$ cat config.mk
export PLATFORM = sky130hd
export DESIGN_NAME = uart_neopixel_io
export DESIGN_NICKNAME = d
export VERILOG_FILES = /design/src/rtl/uart_neopixel_io.sv
export SDC_FILE = /design/constraint.sdc
export NUM_CORES = 1
export LEC_CHECK = 0
export ABC_AREA = 1
export BUFFER_PORTS_ARGS = -buffer_cell sky130_fd_sc_hd__buf_2
export CAP_MARGIN = 5
export CORE_MARGIN = 2
export CORE_UTILIZATION = 60
export CTS_CLUSTER_DIAMETER = 40
export DETAILED_ROUTE_END_ITERATION = 10
export PLACE_DENSITY_LB_ADDON = 0.2
export SYNTH_ARGS = -nofsm -noshare
export SYNTH_HDL_FRONTEND = slang
export SYNTH_SLANG_ARGS = --single-unit
$ cat constraint.sdc
create_clock -name CLK -period 6.4 [get_ports CLK]
set_input_delay 0.96 -clock CLK [delete_from_list [all_inputs] [get_ports CLK]]
set_output_delay 0.96 -clock CLK [all_outputs]
set_load 0.01 [all_outputs]
$ cat src/rtl/uart_neopixel_io.sv
// PMOD NeoPixel I/O: 8N1 UART receiver for colour bytes and a single-pixel
// WS2812 serializer, sharing one clock and reset.
module uart_neopixel_io #(
    parameter int CLKS_PER_BIT = 104,
    parameter int T_BIT        = 15,
    parameter int T0H          = 4,
    parameter int T1H          = 9
) (
    input  logic       CLK,
    input  logic       RST,
    input  logic       rx,
    output logic [7:0] rx_byte,
    output logic       rx_valid,
    input  logic       px_valid,
    input  logic [7:0] px_r,
    input  logic [7:0] px_g,
    input  logic [7:0] px_b,
    output logic       px_dout,
    output logic       px_busy
);

    localparam int CW = $clog2(CLKS_PER_BIT);
    localparam logic [CW-1:0] BIT_LAST  = CW'(CLKS_PER_BIT - 1);
    localparam logic [CW-1:0] HALF_LAST = CW'(CLKS_PER_BIT / 2 - 1);

    localparam int TW = $clog2(T_BIT);
    localparam logic [TW-1:0] T_LAST = TW'(T_BIT - 1);
    localparam logic [TW-1:0] HIGH0  = TW'(T0H);
    localparam logic [TW-1:0] HIGH1  = TW'(T1H);

    typedef enum logic [1:0] {RX_IDLE, RX_START, RX_DATA, RX_STOP} rx_state_t;
    typedef enum logic {PX_IDLE, PX_SEND} px_state_t;

    rx_state_t       rx_state;
    logic            rx_meta;
    logic            rx_sync;
    logic            rx_prev;
    logic [CW-1:0]   rx_cnt;
    logic [2:0]      rx_bit;
    logic [7:0]      rx_shift;
    logic            rx_frame_err;

    px_state_t       px_state;
    logic [TW-1:0]   px_cyc;
    logic [4:0]      px_bit;
    logic [23:0]     px_shift;

    // Synchronizer flops idle high so reset release never looks like a start edge.
    always_ff @(posedge CLK or posedge RST) begin
        if (RST) begin
            rx_meta <= 1'b1;
            rx_sync <= 1'b1;
            rx_prev <= 1'b1;
        end else begin
            rx_meta <= rx;
            rx_sync <= rx_meta;
            rx_prev <= rx_sync;
        end
    end

    always_ff @(posedge CLK or posedge RST) begin
        if (RST) begin
            rx_state     <= RX_IDLE;
            rx_cnt       <= '0;
            rx_bit       <= '0;
            rx_shift     <= '0;
            rx_byte      <= '0;
            rx_valid     <= 1'b0;
            rx_frame_err <= 1'b0;
        end else begin
            rx_valid <= 1'b0;
            case (rx_state)
                RX_IDLE: begin
                    rx_cnt       <= '0;
                    rx_frame_err <= 1'b0;
                    if (rx_prev && !rx_sync)
                        rx_state <= RX_START;
                end
                RX_START: begin
                    if (rx_cnt == HALF_LAST) begin
                        rx_cnt   <= '0;
                        rx_bit   <= '0;
                        rx_state <= rx_sync ? RX_IDLE : RX_DATA;
                    end else begin
                        rx_cnt <= rx_cnt + 1'b1;
                    end
                end
                RX_DATA: begin
                    if (rx_cnt == BIT_LAST) begin
                        rx_cnt   <= '0;
                        rx_shift <= {rx_sync, rx_shift[7:1]};
                        if (rx_bit == 3'd7)
                            rx_state <= RX_STOP;
                        else
                            rx_bit <= rx_bit + 1'b1;
                    end else begin
                        rx_cnt <= rx_cnt + 1'b1;
                    end
                end
                RX_STOP: begin
                    // A low stop bit drops the byte and parks here until the line recovers.
                    if (rx_frame_err) begin
                        if (rx_sync)
                            rx_state <= RX_IDLE;
                    end else if (rx_cnt == BIT_LAST) begin
                        if (rx_sync) begin
                            rx_byte  <= rx_shift;
                            rx_valid <= 1'b1;
                            rx_state <= RX_IDLE;
                        end else begin
                            rx_frame_err <= 1'b1;
                        end
                    end else begin
                        rx_cnt <= rx_cnt + 1'b1;
                    end
                end
                default: rx_state <= RX_IDLE;
            endcase
        end
    end

    // px_cyc is the position within the bit currently on px_dout.
    always_ff @(posedge CLK or posedge RST) begin
        if (RST) begin
            px_state <= PX_IDLE;
            px_cyc   <= '0;
            px_bit   <= '0;
            px_shift <= '0;
            px_dout  <= 1'b0;
            px_busy  <= 1'b0;
        end else begin
            case (px_state)
                PX_IDLE: begin
                    px_dout <= 1'b0;
                    if (px_valid) begin
                        px_shift <= {px_g, px_r, px_b};
                        px_cyc   <= '0;
                        px_bit   <= '0;
                        px_busy  <= 1'b1;
                        px_dout  <= 1'b1;
                        px_state <= PX_SEND;
                    end
                end
                PX_SEND: begin
                    if (px_cyc == T_LAST) begin
                        px_cyc <= '0;
                        if (px_bit == 5'd23) begin
                            px_busy  <= 1'b0;
                            px_dout  <= 1'b0;
                            px_state <= PX_IDLE;
                        end else begin
                            px_bit   <= px_bit + 1'b1;
                            px_shift <= {px_shift[22:0], 1'b0};
                            px_dout  <= 1'b1;
                        end
                    end else begin
                        px_cyc  <= px_cyc + 1'b1;
                        px_dout <= (px_cyc + 1'b1) < (px_shift[23] ? HIGH1 : HIGH0);
                    end
                end
                default: px_state <= PX_IDLE;
            endcase
        end
    end

endmodule

==> results.py, run 1 <==
metrics = {
    "status": {
        "status": "complete, no violations",
    },
    "grt": {
        "grt_pass1_wl_um": 10900,
        "grt_start_max_net_pins": 70,
        "antenna_found_initial": 0,
        "grt_overflow": 0,
        "grt_pass1_vias": 2568,
        "grt_util_all_layers_pct": 21.7,
    },
    "floorplanning": {
        "dieHeight_um": 79.9,
        "dieWidth_um": 79.9,
        "io_pins": 39,
        "start_util_pct": 62.4,
        "num_rows": 27,
        "core_sq_mm": 0.00554,
        "die_area_sq_mm": 0.00638,
    },
    "synth": {
        "ys.flop_type": "dfrtp_1",
        "synth.cell_area_sq_mm": 0.00345,
        "synthCells": 392,
        "async_flop_share_pct": 100,
        "ys_seq_area_share_pct": 50.1,
        "yosysUniqueCellTypes": 32,
        "ys_warn_count": 0,
        "synth.avg_cell_area_sq_um": 8.81,
        "synth_nets": 432,
        "synth-seq-cells": 69,
        "synth_edf_count": 0,
    },
    "clock_network": {
        "clk-insertion-delay-late_ns": 0.35,
        "clockBufferDepth": 2,
        "cts_made_buffers": 9,
        "tritoncts": "done",
        "cts-root-buf": "clkbuf_8",
        "cts_resized": 0,
        "cts.sinks": 69,
        "clkTransAtPathRegs_ns": 0.08,
        "htree_num_levels": 3,
        "postCtsHoldBufs": 0,
        "post_cts_buffers": 0,
    },
    "routing": {
        "vias": 2684,
        "routed_wl_um": 6200,
        "via_per_inst": 5.31,
        "drt_iter0_markers": 176,
        "wire_per_inst_um": 12.3,
        "ant_nets": 0,
        "dr.pass1.iters": 5,
        "drc": 0,
    },
    "sta": {
        "setup_violations": 0,
        "maxSlewHeadroom_pct": 27.6,
        "slew_violations": 0,
        "hold_violations": 0,
        "final.period_utilization_pct": 44.9,
        "worstMarginPinSlew_ns": 1.09,
        "finalSetupTns_ns": 0,
        "clock_skew_ns": 0.00873,
        "fin_crit_ns": 2.88,
        "fmax_ghz": 0.348,
        "holdWs_ns": 0.356,
        "rsz0062_at_grt": "no",
    },
    "pwr": {
        "p_sw_uw": 498,
        "p_int_uw": 918,
        "vdd_ir_drop_max_v": 0.000231,
        "power_frac_clock_pct": 28.9,
        "p_leak_uw": 0.00187,
        "swShare_pct": 35.1,
        "pwr-share-comb_pct": 28.2,
        "power_density_mw_per_mm2": 365,
        "seqPwrFrac_pct": 43.0,
        "fin_total_pwr_uw": 1420,
    },
    "critical_path": {
        "worstPathRequired_ns": 6.62,
        "cp.arrival_ns": 3.09,
        "crit_family": "flip-flops",
        "crit_slowest_cell": "dfrtp_1",
        "path_max_fanout": 56,
        "crit_chain": "nor2_2, inv_2, nand3_2, o31ai_1",
        "crit_buf_inv": 1,
        "critical_path.max_stage_delay_ns": 1.05,
        "cp-start-kind": "register",
        "critPathKind": "reg -> reg",
        "cp-end-kind": "register",
    },
    "min_path": {
        "min_path_type": "reg -> reg",
    },
    "finish": {
        "final_common_cell": "nand2_1",
        "layout.nets": 468,
        "drive_gt1_share_pct": 21.0,
        "final_cell_mix": "75 x nand2_1, 66 x dfrtp_1, 62 x nor2_1",
        "num_antenna_cells": 0,
        "syn_to_final_growth_pct": 12.3,
    },
    "placement": {
        "gp_congestion": 0.838,
        "io_buffers": 38,
        "place_hpwl_um": 4140,
    },
    "run": {
        "max_cap_viol_count": 0,
    },
}
[power groups by stage]
stage	clock [uW]	combinational [uW]	sequential [uW]
after CTS	415	405	607
after global placement	0	385	611
after floorplan	0	333	598
final	409	399	608
after global routing	433	464	623
after detailed placement	0	405	613
[state kept, by name, indices dropped and copies added (netlist names), named ones only]
| signal | flops |
|---|---|
| px_bit | 5 |
| px_busy | 1 |
| px_cyc | 4 |
| px_dout | 1 |
| px_shift | 24 |
| px_state | 1 |
| rx_bit | 3 |
| rx_byte | 8 |
| rx_cnt | 7 |
| rx_frame_err | 1 |
| rx_meta | 1 |
| rx_prev | 1 |
| rx_shift | 8 |
| rx_state | 1 |
| rx_sync | 1 |
| rx_valid | 1 |
[metal layers]
metal  vias up  global-route usage (%)  part of all wire [%]
met4         0                    10.3                   1.6
met3         8                    3.73                   3.1
met5         -                       0                     0
met1      1269                    27.4                    46
met2        50                    36.2                    49
li1       1357                       -                     -
[layout make-up]
type,count,area (sq um)
Sequential cell,69,1730
Tap cell,72,90.1
Fill cell,444,1660
Clock buffer,9,124
Timing Repair Buffer,39,198
Inverter,41,154
Clock inverter,7,106
Multi-Input combinational cell,268,1480
[worst reg2reg max path, delay by kind of cell, from the launching register on]
family	cells	cell delay, ns
compound gates	1	0.58
buf+inv	1	0.11
flops	1	1.05
simple gates	2	1.01
[path summary, 6_finish.rpt]
path	start	endpoint	slack, ns	cells after the start
max in group asynchronous	RST	async pin	5.00	3
max	px_state	px_shift[20]	3.52	4
min	rx_meta	rx_sync	0.36	0
min in group asynchronous	RST	px_shift[11]	0.85	3
max reg2reg	px_state	px_shift[20]	3.52	4
min reg2reg	rx_meta	rx_sync	0.36	0
[cells in the mapped netlist, types with 3 or more instances]
cell type	count	area share, %
ha_1	12	4.3
nand3_1	26	3.8
a21oi_1	10	1.4
nor2_4	3	0.98
nand2_2	4	0.72
buf_2	5	0.72
o21ai_1	6	0.87
dfrtp_1	66	48
nor2_1	62	6.7
o21ai_0	23	3.3
nand4_1	4	0.72
buf_6	4	1.3
dfstp_2	3	2.3
o31ai_1	15	3.3
inv_1	39	4.2
o31ai_2	8	2.9
o21ai_2	8	2.0
clkbuf_1	4	0.43
nand2_1	75	8.1
[metrics by stage]
step	cells	util (%)	setup slack, ns	area (sq um)
final	505	70.0	3.52	3880
after global routing	505	70.0	3.15	3880
after CTS	505	70.0	3.53	3880
after detailed placement	489	65.9	3.53	3650
after global placement	489	65.9	3.64	3650
after floorplan	392	-	3.71	3450
[kinds of logic (layout without fill, tap and decap cells)]
group | count (synthesis) | count (layout) | share of synthesized area [%]
fa+ha+maj | 12 | 12 | 4.35
flops | 69 | 69 | 50.1
simple gates | 180 | 180 | 22.9
buf+inv | 55 | 96 | 7.13
compound gates | 74 | 74 | 15.1
xor+xnor | 2 | 2 | 0.507
(Power assumes the default switching activity.)
==> inputs of run 2 (changes only) <==
- CORE_UTILIZATION: 60 -> 53
- clock period: 6.4 -> 2.6 ns (I/O delays scaled with it)
==> run 2 against run 1 <==
Against the previous run: sequential share of layout area down 0.60 points; routed wire length up 0.11%; fmax up 46%; design area up 1.4%.
==> results.py, run 2 (synthesis results as in run 1) <==
metrics = {
    "status": {
        "status": "complete, no violations",
    },
    "sta": {
        "hold_violations": 0,
        "clock_skew_ns": 0.00983,
        "fmax_ghz": 0.506,
        "rsz0062_at_grt": "no",
        "fin_crit_ns": 1.98,
        "setup_violations": 0,
        "worstMarginPinSlew_ns": 0.580,
        "finalSetupTns_ns": 0,
        "maxSlewHeadroom_pct": 61.3,
        "slew_violations": 0,
        "final.period_utilization_pct": 76.0,
    },
    "clock_network": {
        "tritoncts": "done",
        "postCtsHoldBufs": 0,
        "post_cts_buffers": 0,
        "cts.sinks": 69,
        "cts_resized": 0,
        "clockBufferDepth": 2,
        "cts-root-buf": "clkbuf_8",
        "htree_num_levels": 3,
        "clk-insertion-delay-late_ns": 0.35,
        "cts_made_buffers": 9,
        "clkTransAtPathRegs_ns": 0.09,
    },
    "placement": {
        "gp_congestion": 0.891,
        "place_hpwl_um": 4310,
        "numPlacedInstances": 497,
        "io_buffers": 38,
    },
    "pwr": {
        "power_density_mw_per_mm2": 895,
        "p_leak_uw": 0.00189,
        "swShare_pct": 35.3,
        "power_frac_clock_pct": 29.0,
        "p_int_uw": 2280,
        "p_sw_uw": 1240,
        "pwr-share-comb_pct": 28.5,
        "vdd_ir_drop_max_v": 0.000542,
        "seqPwrFrac_pct": 42.5,
    },
    "floorplanning": {
        "start_util_pct": 54.7,
        "io_pins": 39,
        "core_sq_mm": 0.00631,
        "num_rows": 29,
        "dieHeight_um": 84.7,
        "die_area_sq_mm": 0.00718,
        "dieWidth_um": 84.7,
    },
    "min_path": {
        "min_path_type": "in -> async",
    },
    "routing": {
        "ant_nets": 0,
        "via_per_inst": 5.14,
        "wire_per_inst_um": 12.1,
        "vias": 2637,
        "dr.pass1.iters": 4,
        "routed_wl_um": 6210,
        "drc": 0,
        "drt_iter0_markers": 108,
    },
    "critical_path": {
        "cp-start-kind": "register",
        "path_max_fanout": 36,
        "critPathKind": "reg -> reg",
        "cp-end-kind": "register",
        "worstPathRequired_ns": 2.84,
        "cp.arrival_ns": 2.22,
    },
    "finish": {
        "syn_to_final_growth_pct": 13.8,
        "final_cell_mix": "75 x nand2_1, 66 x dfrtp_1, 62 x nor2_1",
        "top_register": "px_shift",
        "final_common_cell": "nand2_1",
        "num_antenna_cells": 0,
        "reg_top3": "px_shift x24, rx_byte x8, rx_shift x8",
        "instances_no_fill": 513,
        "drive_gt1_share_pct": 21.6,
        "layout.nets": 471,
        "largest_reg_flops": 24,
    },
    "grt": {
        "grt_pass1_vias": 2566,
        "grt_start_max_net_pins": 43,
        "grt_overflow": 0,
        "grt_util_all_layers_pct": 19.0,
        "grt_pass1_wl_um": 11000,
        "antenna_found_initial": 0,
    },
    "run": {
        "max_cap_viol_count": 0,
    },
}
==> run 2: layer usage <==
metal  global-route usage, %  vias up  part of all wire [%]
li1                        -     1355                     -
met1                    23.6     1221                    47
met2                    32.2       48                    47
met3                    4.52       13                   3.2
met4                    7.65        0                   2.3
met5                       0        -                     0
==> run 2: power groups by stage <==
stage                     clock, uW  combinational (uW)  sequential [uW]
after global routing           1070                1170             1530
after detailed placement          0                1010             1510
after floorplan                   0                 820             1470
after global placement            0                 977             1500
final                          1020                1000             1500
after CTS                      1030                1020             1490
==> run 2: final timing paths <==
path	startpoint	to	slack (ns)	cells past startpoint
setup / recovery	px_cyc[0]	px_shift[9]	0.62	7
hold / removal	RST	rx_byte[2]	0.09	2
setup reg to reg	px_cyc[0]	px_shift[9]	0.62	7
hold reg to reg	rx_meta	rx_sync	0.36	0
max in group asynchronous	RST	rx_meta	1.83	3
min in group CLK	rx	rx_meta	0.15	1
==> run 2: worst max-delay path: stages, from the launching register on <==
cell     delay, ns
dfrtp_1       0.43
inv_1         0.08
ha_1          0.16
nand3_2       0.11
nand2_1       0.14
nand3_2       0.37
buf_12        0.33
o31ai_1       0.24
==> run 2: cell type report <==
class,instances,area [sq um]
fill,568,2380
sequential,69,1730
multi-input combinational,268,1480
timing repair buffer,42,245
inverter,41,154
clock buffer,9,124
clock inverter,7,105
tap,77,96.3
==> run 2: through the flow <==
step	power [uW]	hold slack [ns]	worst slack, ns	cell area (sq um)	util, %
after global routing	3770	0.138	0.424	3930	62.3
after floorplan	2290	0.345	0.475	3450	-
after detailed placement	2520	0.347	0.646	3700	58.7
after global placement	2480	0.347	0.735	3700	58.7
after CTS	3540	0.108	0.623	3930	62.3
final	3520	0.0893	0.624	3930	62.3
